`config.mk`:
```
export PLATFORM = sky130hd
export DESIGN_NAME = pong_vga_renderer
export DESIGN_NICKNAME = d
export VERILOG_FILES = /design/src/rtl/pong_vga_renderer.sv
export SDC_FILE = /design/constraint.sdc
export NUM_CORES = 1
export LEC_CHECK = 0
export ABC_AREA = 1
export CAP_MARGIN = 20
export CORE_MARGIN = 3
export CORE_UTILIZATION = 45
export DETAILED_ROUTE_END_ITERATION = 8
export GPL_ROUTABILITY_DRIVEN = 1
export PLACE_DENSITY_LB_ADDON = 0.08
export REMOVE_ABC_BUFFERS = 1
export SLEW_MARGIN = 5
export SYNTH_ARGS = -nofsm -noshare
export SYNTH_HDL_FRONTEND = slang
export SYNTH_SLANG_ARGS = --single-unit
```
`constraint.sdc`:
```
create_clock -name clk -period 3.2 [get_ports clk]
set_input_delay 0.8 -clock clk [delete_from_list [all_inputs] [get_ports clk]]
set_output_delay 0.8 -clock clk [all_outputs]
set_load 0.05 [all_outputs]
```
`src/rtl/pong_vga_renderer.sv`:
```
// Pong video back end: 640x480@60 VGA timing, frame-latched
// object positions, and a registered ball/paddle/net renderer.
module pong_vga_renderer #(
    parameter int H_ACTIVE      = 640,
    parameter int H_FRONT       = 16,
    parameter int H_SYNC        = 96,
    parameter int H_BACK        = 48,
    parameter int V_ACTIVE      = 480,
    parameter int V_FRONT       = 10,
    parameter int V_SYNC        = 2,
    parameter int V_BACK        = 33,
    parameter int BALL_SIZE     = 10,
    parameter int PADDLE_X      = 0,
    parameter int PADDLE_WIDTH  = 10,
    parameter int PADDLE_HEIGHT = 60
) (
    input  logic       clk,
    input  logic       rst_n,
    input  logic [9:0] ball_x,
    input  logic [9:0] ball_y,
    input  logic [9:0] paddle_y,
    output logic [9:0] hpos,
    output logic [9:0] vpos,
    output logic       hsync,
    output logic       vsync,
    output logic [1:0] r,
    output logic [1:0] g,
    output logic [1:0] b,
    output logic       display_on,
    output logic       frame_tick
);

    localparam int H_TOTAL = H_ACTIVE + H_FRONT + H_SYNC + H_BACK;
    localparam int V_TOTAL = V_ACTIVE + V_FRONT + V_SYNC + V_BACK;

    localparam logic [9:0] H_LAST = 10'(H_TOTAL - 1);
    localparam logic [9:0] V_LAST = 10'(V_TOTAL - 1);
    localparam logic [9:0] H_ACT  = 10'(H_ACTIVE);
    localparam logic [9:0] V_ACT  = 10'(V_ACTIVE);
    localparam logic [9:0] HS_BEG = 10'(H_ACTIVE + H_FRONT);
    localparam logic [9:0] HS_END = 10'(H_ACTIVE + H_FRONT + H_SYNC - 1);
    localparam logic [9:0] VS_BEG = 10'(V_ACTIVE + V_FRONT);
    localparam logic [9:0] VS_END = 10'(V_ACTIVE + V_FRONT + V_SYNC - 1);
    localparam logic [9:0] NET_L  = 10'(H_ACTIVE / 2 - 1);
    localparam logic [9:0] NET_R  = 10'(H_ACTIVE / 2);

    localparam logic [9:0] BX_RST = 10'(H_ACTIVE / 2);
    localparam logic [9:0] BY_RST = 10'(V_ACTIVE / 2);
    localparam logic [9:0] PY_RST = 10'(V_ACTIVE / 2 - PADDLE_HEIGHT / 2);

    localparam logic [10:0] BALL_W = 11'(BALL_SIZE);
    localparam logic [10:0] PAD_L  = 11'(PADDLE_X);
    localparam logic [10:0] PAD_W  = 11'(PADDLE_WIDTH);
    localparam logic [10:0] PAD_H  = 11'(PADDLE_HEIGHT);

    logic [9:0]  h_q, h_d, v_q, v_d;
    logic [9:0]  bx_q, by_q, py_q;
    logic [10:0] h11, v11;
    logic        active, ball_hit, pad_hit, net_hit;
    logic        hsync_d, vsync_d, tick_d;
    logic [5:0]  rgb_d;
    logic        hsync_q, vsync_q, de_q, tick_q;
    logic [5:0]  rgb_q;

    // Next raster position: h wraps at line end and carries into v.
    always_comb begin
        h_d = h_q + 10'd1;
        v_d = v_q;
        if (h_q == H_LAST) begin
            h_d = '0;
            v_d = (v_q == V_LAST) ? '0 : v_q + 10'd1;
        end
    end

    // Pixel decode for the stage-0 position; sums kept 11 bits wide so
    // objects past the right/bottom edge clip instead of wrapping to 0.
    always_comb begin
        h11      = {1'b0, h_q};
        v11      = {1'b0, v_q};
        active   = (h_q < H_ACT) && (v_q < V_ACT);
        ball_hit = (h11 >= {1'b0, bx_q}) && (h11 < {1'b0, bx_q} + BALL_W) &&
                   (v11 >= {1'b0, by_q}) && (v11 < {1'b0, by_q} + BALL_W);
        pad_hit  = ((h11 - PAD_L) < PAD_W) &&
                   (v11 >= {1'b0, py_q}) && (v11 < {1'b0, py_q} + PAD_H);
        net_hit  = ((h_q == NET_L) || (h_q == NET_R)) && !v_q[4];
        hsync_d  = !((h_q >= HS_BEG) && (h_q <= HS_END));
        vsync_d  = !((v_q >= VS_BEG) && (v_q <= VS_END));
        tick_d   = (h_q == '0) && (v_q == V_ACT);
        rgb_d    = 6'b00_00_00;
        if (!active)       rgb_d = 6'b00_00_00;
        else if (ball_hit) rgb_d = 6'b11_11_11;
        else if (pad_hit)  rgb_d = 6'b00_11_00;
        else if (net_hit)  rgb_d = 6'b01_01_01;
    end

    // Stage-0 raster counters.
    always_ff @(posedge clk) begin
        if (!rst_n) begin
            h_q <= '0;
            v_q <= '0;
        end else begin
            h_q <= h_d;
            v_q <= v_d;
        end
    end

    // Positions sampled once per frame at the start of vertical blanking.
    always_ff @(posedge clk) begin
        if (!rst_n) begin
            bx_q <= BX_RST;
            by_q <= BY_RST;
            py_q <= PY_RST;
        end else if (tick_d) begin
            bx_q <= ball_x;
            by_q <= ball_y;
            py_q <= paddle_y;
        end
    end

    // Stage-1 output registers keep sync and colour aligned.
    always_ff @(posedge clk) begin
        if (!rst_n) begin
            hsync_q <= 1'b1;
            vsync_q <= 1'b1;
            rgb_q   <= '0;
            de_q    <= 1'b0;
            tick_q  <= 1'b0;
        end else begin
            hsync_q <= hsync_d;
            vsync_q <= vsync_d;
            rgb_q   <= rgb_d;
            de_q    <= active;
            tick_q  <= tick_d;
        end
    end

    assign hpos       = h_q;
    assign vpos       = v_q;
    assign hsync      = hsync_q;
    assign vsync      = vsync_q;
    assign r          = rgb_q[5:4];
    assign g          = rgb_q[3:2];
    assign b          = rgb_q[1:0];
    assign display_on = de_q;
    assign frame_tick = tick_q;

endmodule

```
==> results of run 1 <==
==> cells by family (layout without fill, tap and decap cells) <==
family                     after synthesis  after routing  share of synthesized area (%)
AOI/OAI and AO/OA                       97             97                           14.8
xor gates and xnor gates                27             27                           5.31
adders and majority gates               63             63                           17.7
buffers and inverters                   99            172                           9.35
DFF                                     58             58                           26.1
and+or+nand+nor                        254            254                           26.8
==> per-layer routing <==
metal | track usage (%) | wire length, um | up-vias
met4 | 7.96 | 228 | 0
li1 | - | - | 2098
met1 | 25.3 | 4960 | 1871
met2 | 37.2 | 5380 | 93
met3 | 5.63 | 711 | 22
met5 | 0 | 0 | -
==> worst paths after layout <==
check                             start       end
worst max-delay path            vpos[2]   vpos[2]
worst min-delay path            py_q[0]   py_q[0]
worst max register to register  bx_q[1]  rgb_q[2]
worst min register to register  py_q[0]   py_q[0]
==> placed cells by master (no fill, tap or decap), types with 3 or more instances in the layout <==
cell and n:
nor2_1 53, o21bai_1 3, inv_2 8, inv_1 74, o21ai_0 7, nor3_1 12
nand2_2 3, nor2_2 6, a21oi_2 20, nand4_1 14, clkinv_1 3, ha_1 63
nand3_1 23, a21o_1 5, xor2_1 25, nand2_1 122, buf_4 9, a21oi_1 26
o211ai_1 11, clkdlybuf4s50_1 60, o21ai_1 11, nand3b_1 3, clkbuf_8 12, nor4_1 3
dfxtp_1 58, o21ai_2 12
==> per-stage QoR <==
step / hold WS [ns] / cell area [sq um] / cells
after floorplan: 0.433 / 4360 / 585
after global placement: 0.449 / 5220 / 784
after detailed placement: 0.456 / 5220 / 784
after CTS: 0.468 / 5450 / 800
after global routing: 0.490 / 5450 / 800
final: 0.464 / 5450 / 800
==> flip-flops by register name, summed over array words and instances (netlist names) <==
signal,count
bx_q,10
by_q,10
display_on,1
hsync,1
vsync,1
rgb_q,4
py_q,10
vpos,10
frame_tick,1
hpos,10
==> synth_stat cells, types with 5 or more instances <==
| library cell | number |
|---|---|
| nor3_1 | 12 |
| o21ai_1 | 11 |
| a21oi_1 | 26 |
| a21o_1 | 5 |
| ha_1 | 63 |
| nand3_1 | 23 |
| o211ai_1 | 11 |
| nand4_1 | 14 |
| a21oi_2 | 20 |
| o21ai_2 | 12 |
| dfxtp_1 | 58 |
| inv_2 | 8 |
| nor2_1 | 53 |
| inv_1 | 74 |
| nand2_1 | 122 |
| o21ai_0 | 7 |
| nor2_2 | 6 |
| xor2_1 | 25 |
==> cell type report <==
type / count / area [sq um]
fillers: 901 / 3960
multi-input cells: 441 / 2900
flip-flops and latches: 58 / 1160
repair buffers: 70 / 673
inverters: 86 / 325
clock buffers: 12 / 165
well taps: 129 / 161
clock inverters: 4 / 72.6
==> report_power, final <==
part	switching (mW)	internal, mW	total (mW)
registers	0.00544	0.725	0.731
logic	0.0612	0.0559	0.117
clock network	0.318	0.501	0.819
total	0.384	1.28	1.67
==> results.py, run 1 <==
metrics = {
    "global_route": {
        "antenna_found_initial": 0,
        "grt_pass1_wl_mm": 19.0,
        "grt-ovfl-total": 0,
        "grt_pass1_vias": 4034,
        "track_usage_pct": 21.4,
        "grt_max_degree": 28,
    },
    "placed_design": {
        "pre_cts_ws_ns": 0.924,
        "portBuffers": 61,
        "dp_hpwl_mm": 8.85,
        "gp_congestion": 0.913,
    },
    "detailed_routing": {
        "vias_per_cell": 5.11,
        "drc": 0,
        "ant_nets": 0,
        "drt-total-wl_mm": 11.3,
        "drt_iter0_drc": 137,
        "post_drt_wl_per_cell_um": 14.1,
        "vias": 4084,
        "dr.pass1.iters": 5,
    },
    "synth": {
        "ys_types": 41,
        "yosysWarnings": 0,
        "synth_top_area_share_pct": 26.1,
        "synth_seq_cells": 58,
        "async_flop_share_pct": 0,
        "ys_seq_area_share_pct": 26.1,
        "synthTopCellsByArea": "dfxtp_1 26%, ha_1 18%, nand2_1 10%",
        "synth_flop_cell": "dfxtp_1",
        "syn_inst": 598,
        "synth_edf_count": 0,
        "synthesis.area_sq_um": 4460,
        "avgSynthCellArea_sq_um": 7.45,
        "yosysTopAreaCell": "dfxtp_1",
    },
    "setup_path": {
        "path_cells": "clkdlybuf4s50_1",
        "startpoint_type": "register",
        "critPathSlowestCell": "clkdlybuf4s50_1",
        "critPathTopFamily": "buffers and inverters",
        "worstSetupPathType": "reg -> out",
        "crit_path_end_kind": "output port",
        "reg2reg_depth": 13,
        "ff2ff_setup_slack_ns": 0.89,
        "required_ns": 2.40,
        "path_depth": 1,
        "max_stage_delay_ns": 0.90,
        "path_buf_inv": 1,
        "path_max_fanout": 10,
        "arrival_ns": 1.85,
    },
    "sta": {
        "clock_skew_ns": 0.00692,
        "drv_slew": 0,
        "worst_slew_pin_slew_ns": 0.624,
        "period_needed_ns": 2.65,
        "max_slew_margin_pct": 58.1,
        "finalHoldViolations": 0,
        "setup_ws_ns": 0.554,
        "fin_tns_setup_ns": 0,
        "rsz0062_at_grt": "no",
        "timing.fmax_mhz": 378,
        "finalCritPeriodShare_pct": 82.7,
        "setup_viol": 0,
    },
    "floorplanning": {
        "dieArea_sq_um": 11100,
        "core_area_sq_um": 9420,
        "core.rowCount": 35,
        "fp.dieH_um": 106,
        "ios": 62,
        "dieWidth_um": 106,
        "start_util_pct": 47.3,
    },
    "cts": {
        "cts-htree-levels": 3,
        "clk_latency_ns": 0.35,
        "cts_tree": "built",
        "ctsResizeCount": 0,
        "hold_buffers": 0,
        "cts_root_buffer": "clkbuf_8",
        "cts.clk_slew.worst_paths_ns": 0.07,
        "post_cts_buffers": 0,
        "numCtsBuffers": 9,
        "cts_sinks": 58,
        "clockBufferDepth": 2,
    },
    "finish": {
        "drive_above_1_share_pct": 13.1,
        "synthToLayoutAreaGrowth_pct": 22.4,
        "antennaDiodeCount": 0,
        "final_nets": 761,
        "utilization_pct": 57.9,
    },
    "power_and_ir_drop": {
        "power_density_nw_per_um2": 306,
        "irDropWorstVdd_v": 0.000237,
        "finalPower_mw": 1.67,
        "leakagePower_nw": 2.57,
    },
    "flow_run": {
        "maxCapViolCount": 0,
    },
    "min_path": {
        "holdPathStages": 2,
        "hp-class": "reg -> reg",
    },
    "run_status": {
        "status": "completed",
    },
}
No activity file was read; power rests on OpenSTA's default activity.
==> run 2, diff against run 1 <==
clock period = 2.4 ns   (was 3.2 ns; I/O delays follow)
==> results.py, run 2 (synthesis gave the netlist of run 1 again) <==
metrics = {
    "finish": {
        "multiInputGateArea_sq_um": 2900,
        "final_cell_mix": "122 x nand2_1, 74 x inv_1, 63 x ha_1",
        "synthToLayoutAreaGrowth_pct": 22.9,
        "drive_above_1_share_pct": 15.2,
        "register_area_sq_um": 1160,
        "finalInstanceArea_sq_um": 5480,
        "final_cells": 805,
        "antennaDiodeCount": 0,
        "utilization_pct": 58.2,
        "final_nets": 766,
        "final_common_cell": "nand2_1",
        "fillCellCount": 908,
    },
    "setup_path": {
        "required_ns": 1.80,
        "path_buf_inv": 1,
        "startpoint_type": "register",
        "crit_path_end_kind": "output port",
        "path_max_fanout": 8,
        "path_cells": "clkdlybuf4s50_1",
        "reg2reg_depth": 12,
        "critPathSlowestCell": "clkdlybuf4s50_1",
        "critPathTopFamily": "buffers and inverters",
        "arrival_ns": 1.73,
        "max_stage_delay_ns": 0.87,
        "path_depth": 1,
        "worstSetupPathType": "reg -> out",
    },
    "detailed_routing": {
        "ant_nets": 0,
        "dr.pass1.iters": 7,
        "drt_iter0_drc": 117,
        "vias": 4095,
        "drt-total-wl_mm": 11.5,
        "vias_per_cell": 5.09,
        "drc": 0,
        "post_drt_wl_per_cell_um": 14.3,
    },
    "global_route": {
        "grt_max_degree": 34,
        "grt_pass1_vias": 4290,
        "grt_pass1_wl_mm": 19.4,
        "antenna_found_initial": 0,
        "track_usage_pct": 21.5,
        "grt-ovfl-total": 0,
    },
    "power_and_ir_drop": {
        "p_seq_share_pct": 45.1,
        "power_frac_comb_pct": 7.4,
        "irDropWorstVdd_v": 0.000213,
        "p_int_mw": 1.65,
        "leakagePower_nw": 2.65,
        "sw_frac_of_total_pct": 23.3,
        "p_switching_mw": 0.503,
        "finalPower_mw": 2.16,
        "power_density_nw_per_um2": 394,
        "power.share.clock_pct": 47.5,
    },
    "sta": {
        "fin_tns_setup_ns": 0,
        "timing.fmax_mhz": 429,
        "max_slew_margin_pct": 63.7,
        "period_needed_ns": 2.33,
        "clock_skew_ns": 0.00913,
        "finalHoldViolations": 0,
        "finalCritPeriodShare_pct": 97.2,
        "setup_viol": 0,
        "drv_slew": 0,
        "rsz0062_at_grt": "no",
        "worst_slew_pin_slew_ns": 0.543,
    },
    "placed_design": {
        "dp_hpwl_mm": 9.13,
        "portBuffers": 61,
        "place_inst": 789,
        "gp_congestion": 0.884,
        "dpl_cell_area_sq_um": 5240,
    },
    "floorplanning": {
        "ios": 62,
        "dieWidth_um": 106,
        "core_area_sq_um": 9420,
        "start_util_pct": 47.3,
        "core.rowCount": 35,
        "dieArea_sq_um": 11100,
        "fp.dieH_um": 106,
    },
    "min_path": {
        "hp-class": "reg -> reg",
        "holdPathStages": 2,
    },
    "run_status": {
        "status": "completed",
    },
    "flow_run": {
        "maxCapViolCount": 0,
    },
    "cts": {
        "cts_tree": "built",
        "cts.clk_slew.worst_paths_ns": 0.07,
        "numCtsBuffers": 9,
        "cts-htree-levels": 3,
        "hold_buffers": 0,
        "clk_latency_ns": 0.34,
        "cts_sinks": 58,
        "clockBufferDepth": 2,
        "cts_root_buffer": "clkbuf_8",
    },
}
==> run 2: cell types whose count changed in the layout (fill, tap and decap cells not counted), sizes merged <==
cell / delta
clkbuf: -1
clkinv: +1
dlymetal6s2s: +2
clkdlybuf4s50: -11
buf: +14
==> run 2: per-layer routing <==
metal	vias to the layer above	global-route usage [%]	share of wire, %	wire length (um)
li1	2121	-	-	-
met1	1880	23.7	43	4970
met2	77	41.2	52	5940
met3	17	3.92	3.5	405
met4	0	6.57	1.4	161
met5	-	0	0	0
==> run 2: layout make-up <==
type,count,share of cell area [%]
clock buffer,11,2.58
sequential,58,21.2
multi-input combinational,441,53.0
timing repair buffer,75,12.9
inverter,86,5.94
clock inverter,5,1.42
tap,129,2.95
==> run 2: path summary, 6_finish.rpt <==
kind | slack (ns) | to | start
setup reg to reg | 0.24 | rgb_q[4] | by_q[1]
setup / recovery | 0.07 | hpos[4] | hpos[4]
hold reg to reg | 0.46 | by_q[0] | by_q[0]
hold / removal | 0.46 | by_q[0] | by_q[0]
==> run 2: power groups by stage <==
stage	registers (mW)	clock network (mW)	logic (mW)
floorplan	1.01	0	0.0496
global placement	0.995	0	0.161
detailed placement	0.995	0	0.162
CTS	0.973	1.05	0.163
global route	0.973	1.09	0.174
finish	0.973	1.02	0.160
==> run 2: metrics by stage <==
stage,worst slack [ns],hold slack [ns]
floorplan,-0.323,0.433
global placement,0.320,0.447
detailed placement,0.239,0.457
CTS,0.0137,0.468
global route,0.000554,0.488
finish,0.0671,0.464
==> run 2: worst register-to-register path, cell delays in order (launching register included) <==
cell and delay (ns):
dfxtp_1 0.35, ha_1 0.23, o21ai_0 0.25, nor2_1 0.07, nand2_1 0.12, nor3_2 0.06
xor2_1 0.15, ha_1 0.32, nand3_1 0.09, nor3_1 0.15, nor2_1 0.07, nand3_1 0.14
nand2_1 0.07
==> run 2: what timing repair did <==
| action | in CTS | in global routing |
|---|---|---|
| endpoints found under the setup margin | 0 | 6 |
| setup buffers | 0 | 0 |
| endpoints found under the hold margin | 0 | 0 |
| resized for setup | 0 | 4 |
